<file path="src/rtl/sync_fifo_pkg.sv">
// Shared FIFO types and helpers.
// Default sizes, clog2 and the status bundle reused by the async FIFO.
package sync_fifo_pkg;

    localparam int DEF_DATASIZE = 32;
    localparam int DEF_ADDRSIZE = 5;

    typedef struct packed {
        logic full;
        logic empty;
        logic almost_full;
        logic almost_empty;
        logic overflow;
        logic underflow;
    } fifo_status_t;

    function automatic int clog2(input int v);
        int r;
        r = 0;
        for (int i = 0; i < 31; i++)
            if ((1 << i) < v)
                r = i + 1;
        return r;
    endfunction

endpackage

</file>
<file path="src/rtl/sync_fifo_ram.sv">
// Simple dual-port RAM, one clock, registered read port.
// Ports: clk, rst (read register only), we/waddr/wdata, re/raddr/rdata.
module sync_fifo_ram
    import sync_fifo_pkg::*;
#(
    parameter int DATASIZE = DEF_DATASIZE,
    parameter int ADDRSIZE = DEF_ADDRSIZE
) (
    input  logic                clk,
    input  logic                rst,
    input  logic                we,
    input  logic [ADDRSIZE-1:0] waddr,
    input  logic [DATASIZE-1:0] wdata,
    input  logic                re,
    input  logic [ADDRSIZE-1:0] raddr,
    output logic [DATASIZE-1:0] rdata
);

    localparam int DEPTH = 1 << ADDRSIZE;

    logic [DATASIZE-1:0] mem [DEPTH];

    // Storage is deliberately not reset.
    always_ff @(posedge clk) begin
        if (we)
            mem[waddr] <= wdata;
    end

    // Output register holds its value between reads.
    always_ff @(posedge clk or posedge rst) begin
        if (rst)
            rdata <= '0;
        else if (re)
            rdata <= mem[raddr];
    end

endmodule

</file>
<file path="src/rtl/sync_fifo.sv">
// Single-clock FIFO: pointers, occupancy, thresholds, sticky errors.
// Ports: clk, rst, wr_en/wdata, rd_en/rdata/rvalid, status flags, count, clr_err.
module sync_fifo
    import sync_fifo_pkg::*;
#(
    parameter int DATASIZE = DEF_DATASIZE,
    parameter int ADDRSIZE = DEF_ADDRSIZE,
    parameter int AF_LEVEL = (1 << ADDRSIZE) - 2,
    parameter int AE_LEVEL = 2
) (
    input  logic                clk,
    input  logic                rst,
    input  logic                wr_en,
    input  logic [DATASIZE-1:0] wdata,
    input  logic                rd_en,
    output logic [DATASIZE-1:0] rdata,
    output logic                rvalid,
    output logic                full,
    output logic                empty,
    output logic                almost_full,
    output logic                almost_empty,
    output logic [ADDRSIZE:0]   count,
    output logic                overflow,
    output logic                underflow,
    input  logic                clr_err
);

    localparam int DEPTH = 1 << ADDRSIZE;
    localparam logic [ADDRSIZE:0] C_FULL = (ADDRSIZE+1)'(DEPTH);
    localparam logic [ADDRSIZE:0] C_AF = (ADDRSIZE+1)'(AF_LEVEL);
    localparam logic [ADDRSIZE:0] C_AE = (ADDRSIZE+1)'(AE_LEVEL);

    if (!(AE_LEVEL >= 1 && AE_LEVEL < AF_LEVEL && AF_LEVEL <= DEPTH))
    begin : g_bad_levels
        $error("sync_fifo: need 1 <= AE_LEVEL < AF_LEVEL <= DEPTH");
    end

    logic [ADDRSIZE-1:0] wptr;
    logic [ADDRSIZE-1:0] rptr;
    logic [ADDRSIZE:0]   cnt;
    logic [ADDRSIZE:0]   cnt_nxt;
    fifo_status_t        st;
    fifo_status_t        st_nxt;
    logic                push;
    logic                pop;

    // Acceptance uses the registered flags, so a push at full
    // is refused even when a pop frees a slot in the same cycle.
    assign push = wr_en & ~st.full;
    assign pop  = rd_en & ~st.empty;

    always_comb begin
        cnt_nxt = cnt;
        unique case (1'b1)
            push & ~pop: cnt_nxt = cnt + 1'b1;
            pop & ~push: cnt_nxt = cnt - 1'b1;
            default:     cnt_nxt = cnt;
        endcase
    end

    // Flags come from next-count so they line up with count.
    // A fresh error beats clr_err in the same cycle.
    always_comb begin
        st_nxt.full         = (cnt_nxt == C_FULL);
        st_nxt.empty        = (cnt_nxt == '0);
        st_nxt.almost_full  = (cnt_nxt >= C_AF);
        st_nxt.almost_empty = (cnt_nxt <= C_AE);
        st_nxt.overflow     = (wr_en & st.full)
                            | (st.overflow & ~clr_err);
        st_nxt.underflow    = (rd_en & st.empty)
                            | (st.underflow & ~clr_err);
    end

    always_ff @(posedge clk or posedge rst) begin
        if (rst) begin
            cnt    <= '0;
            wptr   <= '0;
            rptr   <= '0;
            rvalid <= 1'b0;
            st     <= '{full: 1'b0, empty: 1'b1,
                        almost_full: 1'b0, almost_empty: 1'b1,
                        overflow: 1'b0, underflow: 1'b0};
        end else begin
            cnt    <= cnt_nxt;
            rvalid <= pop;
            st     <= st_nxt;
            if (push)
                wptr <= wptr + 1'b1;
            if (pop)
                rptr <= rptr + 1'b1;
        end
    end

    sync_fifo_ram #(
        .DATASIZE (DATASIZE),
        .ADDRSIZE (ADDRSIZE)
    ) u_ram (
        .clk   (clk),
        .rst   (rst),
        .we    (push),
        .waddr (wptr),
        .wdata (wdata),
        .re    (pop),
        .raddr (rptr),
        .rdata (rdata)
    );

    assign count        = cnt;
    assign full         = st.full;
    assign empty        = st.empty;
    assign almost_full  = st.almost_full;
    assign almost_empty = st.almost_empty;
    assign overflow     = st.overflow;
    assign underflow    = st.underflow;

endmodule

</file>
<file path="config.mk">
export PLATFORM = sky130hd
export DESIGN_NAME = sync_fifo
export DESIGN_NICKNAME = d
export VERILOG_FILES = /design/src/rtl/sync_fifo_pkg.sv /design/src/rtl/sync_fifo_ram.sv /design/src/rtl/sync_fifo.sv
export SDC_FILE = /design/constraint.sdc
export NUM_CORES = 1
export LEC_CHECK = 0
export CORE_MARGIN = 2
export CORE_UTILIZATION = 50
export DETAILED_ROUTE_END_ITERATION = 12
export HOLD_SLACK_MARGIN = 0.03
export PLACE_DENSITY_LB_ADDON = 0.12
export SYNTH_ARGS = -nofsm -noshare
export SYNTH_HDL_FRONTEND = slang
export SYNTH_SLANG_ARGS = --single-unit
</file>
<file path="constraint.sdc">
create_clock -name clk -period 6.77 [get_ports clk]
set_input_delay 1.354 -clock clk [delete_from_list [all_inputs] [get_ports clk]]
set_output_delay 1.354 -clock clk [all_outputs]
set_load 0.02 [all_outputs]
</file>
Word-level counts from Yosys, hierarchy flattened. Memories as Yosys holds them, arrays and structs flattened. A register that Yosys moved wholly into a read port is not among the register bits. Index checks and enable logic that the tools add are counted.

Magnitude comparators: 2. Bitwise gates (word level): 15. Muxes and demuxes: 3. Reductions and logical operators: 1. Eq/ne operators: 1. Add/sub/neg operators: 4.

Operators by type and width (number): $pmux 6 s2 (1); $add 5x1->5 const B (2); $and 1x1->1 (8); $add 6x1->6 const B (1); $eq 6x6->1 const B (1); $ge 6x5->1 const B (1); $le 6x2->1 const B (1); $logic_not 6->1 (1); $sub 6x1->6 const B (1); $not 1->1 (5); $mux 1 (2); $or 1x1->1 (2).

Memories kept: 1. Register bits after elaboration: 23. Output and inout bits: 45. Bits in writable memories: 1024. Word-level logic and storage cells: 37.

Memories: u_ram.mem (depth 32, width 32, rd ports 1, clocked after Yosys merged registers in 1, write ports 1, line sync_fifo_ram.sv:21) `logic [DATASIZE-1:0] mem [DEPTH];`.

Depth between registers and ports, before layout. Gate-level depths: netlist of the first run.

Depth after elaboration: 6. Mapped depth: 13. Mapped depth without buffers: 10.

Cells and area by module. A second synthesis of the first run with hierarchy kept.

Cell total of the unflattened synthesis: 2332. Area total of the unflattened synthesis: 42230.5 um^2.

Modules (own cells, without submodules): sync_fifo_ram (area each 40914.2 um^2, cells an instance 2201, times used 1); sync_fifo (area each 1316.3 um^2, cells an instance 131, times used 1).

Worst setup path before layout of the first run. Ideal clock, no wire load.

Path kind: input port to flip-flop. Start: input port wr_en. End: memory u_ram.mem[31][0] in the netlist's numbering (enable). Path slack: 2.823 ns. Data arrival time: 3.526 ns. Setup time: 0.421 ns. Stages on the path: 5. Path through: and2b_1 buf_1 nand2_1 clkbuf_1 nor2_1.

Longest elaborated chain between the ends: 3.

Ends and longest elaborated chain: start, declared (line sync_fifo.sv:13) `input logic wr_en,`; $and 1x1->1 (line sync_fifo.sv:49) `assign push = wr_en & ~st.full;`; $mux 1 (line sync_fifo_ram.sv:25) `if (we)`; $mux 1 (implied by the code) (line sync_fifo_ram.sv:26) `mem[waddr] <= wdata;`; end, declared (line sync_fifo_ram.sv:21).

No other way between the ends.

==> results by stage, run 1 <==
Setup path:
- Data on the critical path arrives at its endpoint at 4.65 ns.
- STA classifies the critical path endpoint as a flip-flop.
- The largest fanout of any net on the critical path is 73.
- STA classifies the critical path startpoint as an input pin.
- The path type of the worst setup path is in -> reg.
- At the worst endpoint, the required time is 7.32 ns.

Synthesis:
- After synthesis, the mean cell area works out to 22.5 sq um.
- sky130_fd_sc_hd__edfxtp_1 takes more of the synthesized area than any other cell.
- The number of enable-type register cells in the synthesized netlist is 1,024.
- The synthesized netlist net count is 1,860.
- By area the synthesized netlist is led by sky130_fd_sc_hd__edfxtp_1 75%, sky130_fd_sc_hd__mux4_2 13%, sky130_fd_sc_hd__dfrtp_1 3.2%.
- The share of the synthesized area in the top cell type is 0.751.
- The most used flip-flop cell after synthesis is sky130_fd_sc_hd__edfxtp_1.
- The sequential element share of the synthesized area is 0.785.
- The synthesized instance count is 1,816.
- For this run, the number of Yosys warnings is 0.
- After synthesis, the share of flip-flops with an asynchronous set or reset is 0.0510.
- In this run, distinct cell masters in the synthesized netlist total 54.
- The synthesized netlist occupies a cell area of 40,900 sq um.
- Synthesis inferred 1,079 register bits.

Timing:
- Between clock sinks in the finished design, the worst skew comes to 0.0168 ns.
- The number of slew-limit violations in the final report is 0.
- The smallest setup slack after layout is 2.67 ns.
- For this run, the top clock speed supported by timing is 244 MHz.
- Setup violations remaining at the end of the flow were counted as 0.
- The relative max-transition margin is 0.123.
- For the pin with the worst max-slew slack, the measured transition is 1.31 ns.
- The final critical path time including I/O delays and setup is 4.10 ns.
- Setup repair after global routing left no endpoint under its margin.
- Of the available clock period, the critical path in the final layout requires 0.606.
- Setup total negative slack on the finished layout was measured at 0 ns.
- The hold violation total from the final report is 0.

Die:
- The die outline area is 84,200 sq um.
- The chip height is 290 um.
- The total area inside the core boundary comes to 80,800 sq um.
- The initial utilization of the core area, before any placement, comes to 0.507.
- The number of cell rows is 104.
- In this run the horizontal extent of the chip is 290 um.
- 82 I/O pins were placed.

Global routing:
- The number of global-route vias before repair came to 19,200.
- The global route total overflow is 0.
- The global-route wire length before repair is 133 mm.
- For this run, the total global-route usage over all layers was measured as 0.217.
- The largest net degree at the start of global routing is 138.
- The number of antenna violations at the first check in global routing is 11.

Clock tree:
- The maximum number of buffers from clock root to sink is 3.
- Buffers inserted during clock tree synthesis total 107.
- The tree built by TritonCTS fans out to 1,079 sinks.
- After clock tree synthesis, the clock-pin slew on the worst setup and hold paths is 0.06 ns.
- The maximum level of the CTS H-tree is 3.
- The number of cells upsized or downsized after cts is 0.
- After clock tree synthesis, the flow added hold-fix buffers numbering 0.
- The clock reaches the later pin of the worst-skew pair after 0.66 ns.
- TritonCTS built the clock tree.
- The clock root buffer master is sky130_fd_sc_hd__clkbuf_16.
- The number of setup buffers added after CTS is 0.

Worst hold path:
- The path class of the tightest hold or removal check is reg -> reg.

Place:
- The congestion estimate from routability-driven global placement came to 0.778.
- In this run the tool buffered the top-level ports with 81 buffer cells.
- The sum of net half-perimeters after detailed placement is 53.8 mm.
- The placed instances occupy a cell area of 42,900 sq um.
- The worst setup slack before clock tree synthesis is 1.99 ns.

Route:
- The number of DRC markers after the initial detailed-route iteration is 2,186.
- The count of nets left with antenna violations once routing finished came out at 0.
- The first-pass detailed-route iteration total is 5.
- For this run, design rule violations remaining after detail routing come to 0.
- The routed layout has 18,800 vias.
- The routed design has 90.3 mm of wire.
- After detailed routing, the average wire length per cell comes to 29.2 um.
- The detailed-route vias per instance is 6.09.

Power and ir drop:
- Across the VDD grid, the largest voltage drop is 319 uV.
- The power density normalized to cell area is 416 nW/um^2.
- The leakage power is 0.0146 uW.

Finish:
- Counting the fill cells in the layout gives 5,834.
- The growth of design area from synthesis to finish is 13.8%.
- The final layout contains 1,979 nets.
- The footprint of the multi-input gates is 8280 sq um.
- The fraction of final layout cells sized beyond drive strength 1 is 0.244.
- Registers take 32,100 sq um.
- The final instance area is 46,600 sq um.
- Measured on the finished design, the core utilization comes to 0.576.

Job:
- The number of max-capacitance violations reported is 0.

Status:
- The run finished with clean final reports.
[per-stage QoR]
stage / total power, uW / hold WS [ns] / cells
global placement: 13400 / 0.475 / 2886
global route: 20100 / 0.514 / 3088
CTS: 19500 / 0.491 / 3088
finish: 19400 / 0.484 / 3091
floorplan: 11700 / 0.543 / 1816
detailed placement: 13400 / 0.477 / 2886
[worst paths after layout]
check                           startpoint               to  slack, ns  depth (start not counted)
min in group asynchronous              rst  u_ram.rdata[22]       1.27                          3
hold reg to reg            u_ram.rdata[24]  u_ram.rdata[24]       0.48                          2
setup / recovery                     rd_en     almost_empty       2.67                         11
hold / removal             u_ram.rdata[24]  u_ram.rdata[24]       0.48                          2
setup reg to reg                   rptr[0]  u_ram.rdata[25]       3.35                          5
max in group asynchronous              rst          rptr[1]       4.71                          3
[layout by cell type (no fill, tap or decap), drive strengths merged, types with 2 or more instances in the layout]
master	count
nand2b	2
or4	32
a21o	2
xor2	4
inv	10
o22ai	128
xnor2	8
nand3b	6
clkdlybuf4s50	77
a21oi	7
dfrtp	53
ha	7
nor3	4
bufinv	15
or3b	4
dfstp	2
nand2	50
edfxtp	1024
or2	2
diode	3
buf	38
o31ai	2
or3	2
nor2	39
nand4	6
mux4	256
clkinvlp	5
o21ai	38
clkinv	40
clkbuf	143
nand3	4
[flip-flops by register name (all words and copies together) (netlist names)]
signal,flops
almost_empty,1
empty,1
rptr,5
overflow,1
u_ram.rdata,32
almost_full,1
rvalid,1
u_ram.mem,1024
full,1
wptr,5
count,6
underflow,1
[Yosys cell counts (all sizes together) (2+ instances only)]
| master | instances |
|---|---|
| a21oi | 7 |
| o21ai | 38 |
| nor2 | 39 |
| o31ai | 2 |
| nand2 | 50 |
| xnor2 | 8 |
| clkbuf | 30 |
| or4 | 32 |
| nand3b | 6 |
| or3b | 4 |
| inv | 11 |
| dfrtp | 53 |
| mux4 | 256 |
| o22ai | 128 |
| edfxtp | 1024 |
| nor3 | 4 |
| or3 | 2 |
| dfstp | 2 |
| nand4 | 6 |
| or2 | 2 |
| nand3 | 4 |
| ha | 7 |
| a21o | 2 |
| xor2 | 4 |
| buf | 75 |
| nand2b | 2 |
[critical path, stage by stage]
cell and delay [ns]:
sky130_fd_sc_hd__clkdlybuf4s50_1 0.53, sky130_fd_sc_hd__nand2b_4 0.45, sky130_fd_sc_hd__nor2_1 0.49, sky130_fd_sc_hd__xor2_1 0.19, sky130_fd_sc_hd__ha_1 0.22, sky130_fd_sc_hd__or3b_2 0.46
sky130_fd_sc_hd__nand4_1 0.10, sky130_fd_sc_hd__a21oi_1 0.09, sky130_fd_sc_hd__xnor2_1 0.18, sky130_fd_sc_hd__or2_1 0.28, sky130_fd_sc_hd__a2111oi_2 0.28
[layout make-up]
class,count,area share
diodes,3,0.000161
clock inverters,59,0.0143
flip-flops and latches,1079,0.690
repair buffers,115,0.0235
multi-input cells,621,0.178
inverters,11,0.000913
well taps,1060,0.0285
clock buffers,143,0.0651
[routing by layer]
layer | routed length, um | GRT usage
met5 | 0 | 0
met4 | 1400 | 0.0480
met3 | 6360 | 0.0425
met2 | 40400 | 0.311
met1 | 42100 | 0.348
[kinds of logic after synthesis]
kind of cell | count (synthesis) | share of synthesized area
adders and majority gates | 7 | 0.00214
AOI/OAI and AO/OA | 187 | 0.0282
muxes | 258 | 0.143
buffers and inverters | 116 | 0.0193
and+or+nand+nor | 157 | 0.0199
DFF | 1079 | 0.785
xor gates and xnor gates | 12 | 0.00257
[power by group]
group	internal [uW]	leakage (uW)	switching, uW
combinational	2160	0.00294	2770
sequential	7870	0.00988	438
clock	3700	0.00181	2440
total	13700	0.0146	5660
(Power assumes the default switching activity.)
==> run 2: changes to the inputs <==
==> constraint.sdc (replaced) <==
create_clock -name clk -period 3.7 [get_ports clk]
set_input_delay 0.74 -clock clk [delete_from_list [all_inputs] [get_ports clk]]
set_output_delay 0.74 -clock clk [all_outputs]
set_load 0.02 [all_outputs]
==> run 2 against run 1 <==
Effect of this change: cell count rose by 2.8%; hold slack got worse by 0.00082 ns; power rose by 83%; register-to-register slack got worse by 2.4 ns; clock-buffer cell count rose by 26; flip-flop and latch count did not move; via count rose by 3.9%; clock power rose by 77%.
==> results by stage, run 2 (synthesized netlist as in run 1, its figures left out) <==
Status:
- The flow ran to the end, and the final reports show no timing, DRC or antenna violations.

Job:
- Across the run, the number of max-cap violations was 0.

Clock tree:
- Clock tree synthesis found a total of 1,079 sinks.
- The buffer count from post-CTS setup fixing is 0.
- The clock root buffer master is sky130_fd_sc_hd__clkbuf_16.
- The CTS buffer count is 108.
- The maximum number of buffers from clock root to sink is 3.
- Buffers inserted to repair hold after CTS numbered 0.
- TritonCTS built the clock tree.
- The post-CTS clock slew at the launch and capture registers of the worst setup and hold paths is 0.06 ns.
- At the later pin of the worst-skew pair, clock insertion delay measures 0.67 ns.
- The maximum level of the CTS H-tree is 3.
- Post-CTS repair changed the size of 0 cells.

Die:
- The number of cell rows is 104.
- After floorplanning, the core was sized to cover 80,800 sq um.
- The die is 290 um tall.
- The starting utilization of the core area is 0.507.
- The die outline area is 84,200 sq um.
- In this run the count of I/O pins placed on the die edge is 82.
- The die extent in x is 290 um.

Global routing:
- The number of antenna violations at the first check in global routing was 3.
- For this run, the total global-route usage over all layers was measured as 0.234.
- Entering global routing, the biggest net connects 70 pins.
- The number of global-route vias before repair was 20,000.
- The first global-routing pass estimated 141 mm of wire.
- The total overflow left after global routing is 0.

Power and ir drop:
- After layout, the design draws a total of 35,400 uW.
- The net switching fraction of the power is 0.291.
- Of the total power, the clock network draws 0.309.
- Power spread over the standard cell area amounts to 748 nW/um^2.
- For this design the static power due to leakage is 0.0151 uW.
- Internal power comes to 25,100 uW.
- The switching component of the power is 10,300 uW.
- The combinational fraction of design power is 0.271.
- The sequential share of power is 0.420.
- Across the VDD grid, the largest voltage drop is 431 uV.

Timing:
- The hold violation total from the final report is 0.
- Counting I/O delays and the setup requirement, the final critical path takes 2.83 ns.
- Based on the critical path, the design can be clocked at up to 354 MHz.
- Summed over all failing endpoints, the final setup total negative slack is 0 ns.
- On the final layout, the worst clock skew is 0.0292 ns.
- The transition time of the tightest slew-check pin is 1.18 ns.
- Setup repair after global routing left no endpoint under its margin.
- The number of slew-limit violations in the final report is 0.
- The total of endpoints with negative setup slack in the final report is 0.
- The relative max-transition margin is 0.212.
- Of the available clock period, the critical path in the final layout requires 0.764.

Place:
- The sum of net half-perimeters after detailed placement is 56.5 mm.
- The weighted congestion at the end of routability-driven global placement is 0.798.
- After detailed placement, the total cell area comes to 43,800 sq um.
- The count of port buffers added during placement is 81.

Route:
- The remaining design rule violation count is 0.
- The wire length per cell is 30.5 um.
- The detailed-route via count is 19,600.
- The overall routed net length is 96.9 mm.
- The remaining antenna violation count is 0.
- The pre-antenna-repair detailed-routing pass consisted of 5 iterations.
- The number of DRC markers after the initial detailed-route iteration is 2,198.
- The detailed-route vias per instance is 6.15.

Finish:
- Counting flops per register, the top entry is u_ram.mem.
- The finished cells cover 47,400 sq um.
- Leaving out fill and tap cells, the most frequent cell in the layout is sky130_fd_sc_hd__edfxtp_1.
- The growth of design area from synthesis to finish is 15.7%.
- In the final design database the tool counted 2,067 nets.
- Of the cells placed in the final design, the portion with a size suffix greater than 1 is 0.270.
- Measured on the finished design, the core utilization comes to 0.586.
- The register with the most flip-flops in the layout has 1,024 of them.
- Leaving out fill and tap cells, the most frequent cells in the layout are 1,024 x sky130_fd_sc_hd__edfxtp_1, 237 x sky130_fd_sc_hd__mux4_2, 128 x sky130_fd_sc_hd__o22ai_1.

Setup path:
- Counting cells, the worst reg-to-reg path comes to 10.
- STA puts the critical path data arrival time at 3.38 ns.
- Along the worst path, the maximum fanout reaches 13.
- STA classifies the critical path startpoint as an input pin.
- STA classifies the critical path endpoint as a flip-flop.
- At the worst endpoint, the required time is 4.25 ns.
- The path type of the worst setup path is in -> reg.

Worst hold path:
- The cell count of the worst hold path is 2.
- The class of the worst hold path is reg -> reg.
## run 2: cell types whose count changed in the layout (fill, tap and decap cells not counted), sizes merged
cell	before	now
inv	10	12
buf	38	121
bufinv	15	8
diode	3	2
clkdlybuf4s50	77	81
clkinvlp	5	2
clkbuf	143	169
clkinv	40	24
## run 2: per-stage QoR
stage / setup slack [ns] / hold WS [ns] / instances
2_1_floorplan: 0.367 / 0.543 / 1816
3_3_place_gp: 0.324 / 0.466 / 2973
3_5_place_dp: 0.228 / 0.476 / 2973
4_1_cts: 0.910 / 0.489 / 3177
5_1_grt: 0.652 / 0.518 / 3177
6_report: 0.872 / 0.484 / 3179
## run 2: cell type report
class / instances / area, sq um
Antenna cell: 2 / 5.00
Clock buffer: 169 / 3200
Clock inverter: 35 / 412
Fill cell: 5750 / 33400
Inverter: 11 / 42.5
Multi-Input combinational cell: 621 / 8280
Sequential cell: 1079 / 32100
Tap cell: 1060 / 1330
Timing Repair Buffer: 202 / 1970
## run 2: final timing paths
path	startpoint	to	slack, ns
min	u_ram.rdata[31]	u_ram.rdata[31]	0.48
max reg2reg	full	almost_empty	0.95
max	wr_en	almost_empty	0.87
max in group asynchronous	rst	underflow	2.22
min reg2reg	u_ram.rdata[31]	u_ram.rdata[31]	0.48
min in group asynchronous	rst	u_ram.rdata[26]	0.62
## run 2: per-layer routing
metal / routed length (um) / global-route usage
met3: 6770 / 0.0384
met5: 0 / 0
met2: 47200 / 0.374
met1: 41100 / 0.341
met4: 1830 / 0.0581
## run 2: power by group through the flow
stage	sequential, uW	clock, uW	combinational (uW)
final	14900	10900	9610
after global routing	15000	11600	10200
after CTS	14900	11100	9790
after detailed placement	15100	0	9750
after global placement	15100	0	9710
after floorplan	15200	0	6340
## run 2: worst max-delay path: stages
cell and delay, ns:
sky130_fd_sc_hd__clkdlybuf4s50_1 0.41, sky130_fd_sc_hd__and2b_1 0.18, sky130_fd_sc_hd__buf_4 0.19, sky130_fd_sc_hd__inv_2 0.15, sky130_fd_sc_hd__ha_1 0.45, sky130_fd_sc_hd__a21oi_1 0.15
sky130_fd_sc_hd__a21boi_0 0.15, sky130_fd_sc_hd__nor3_1 0.24, sky130_fd_sc_hd__xor2_1 0.16, sky130_fd_sc_hd__or2_1 0.27, sky130_fd_sc_hd__a2111oi_2 0.28
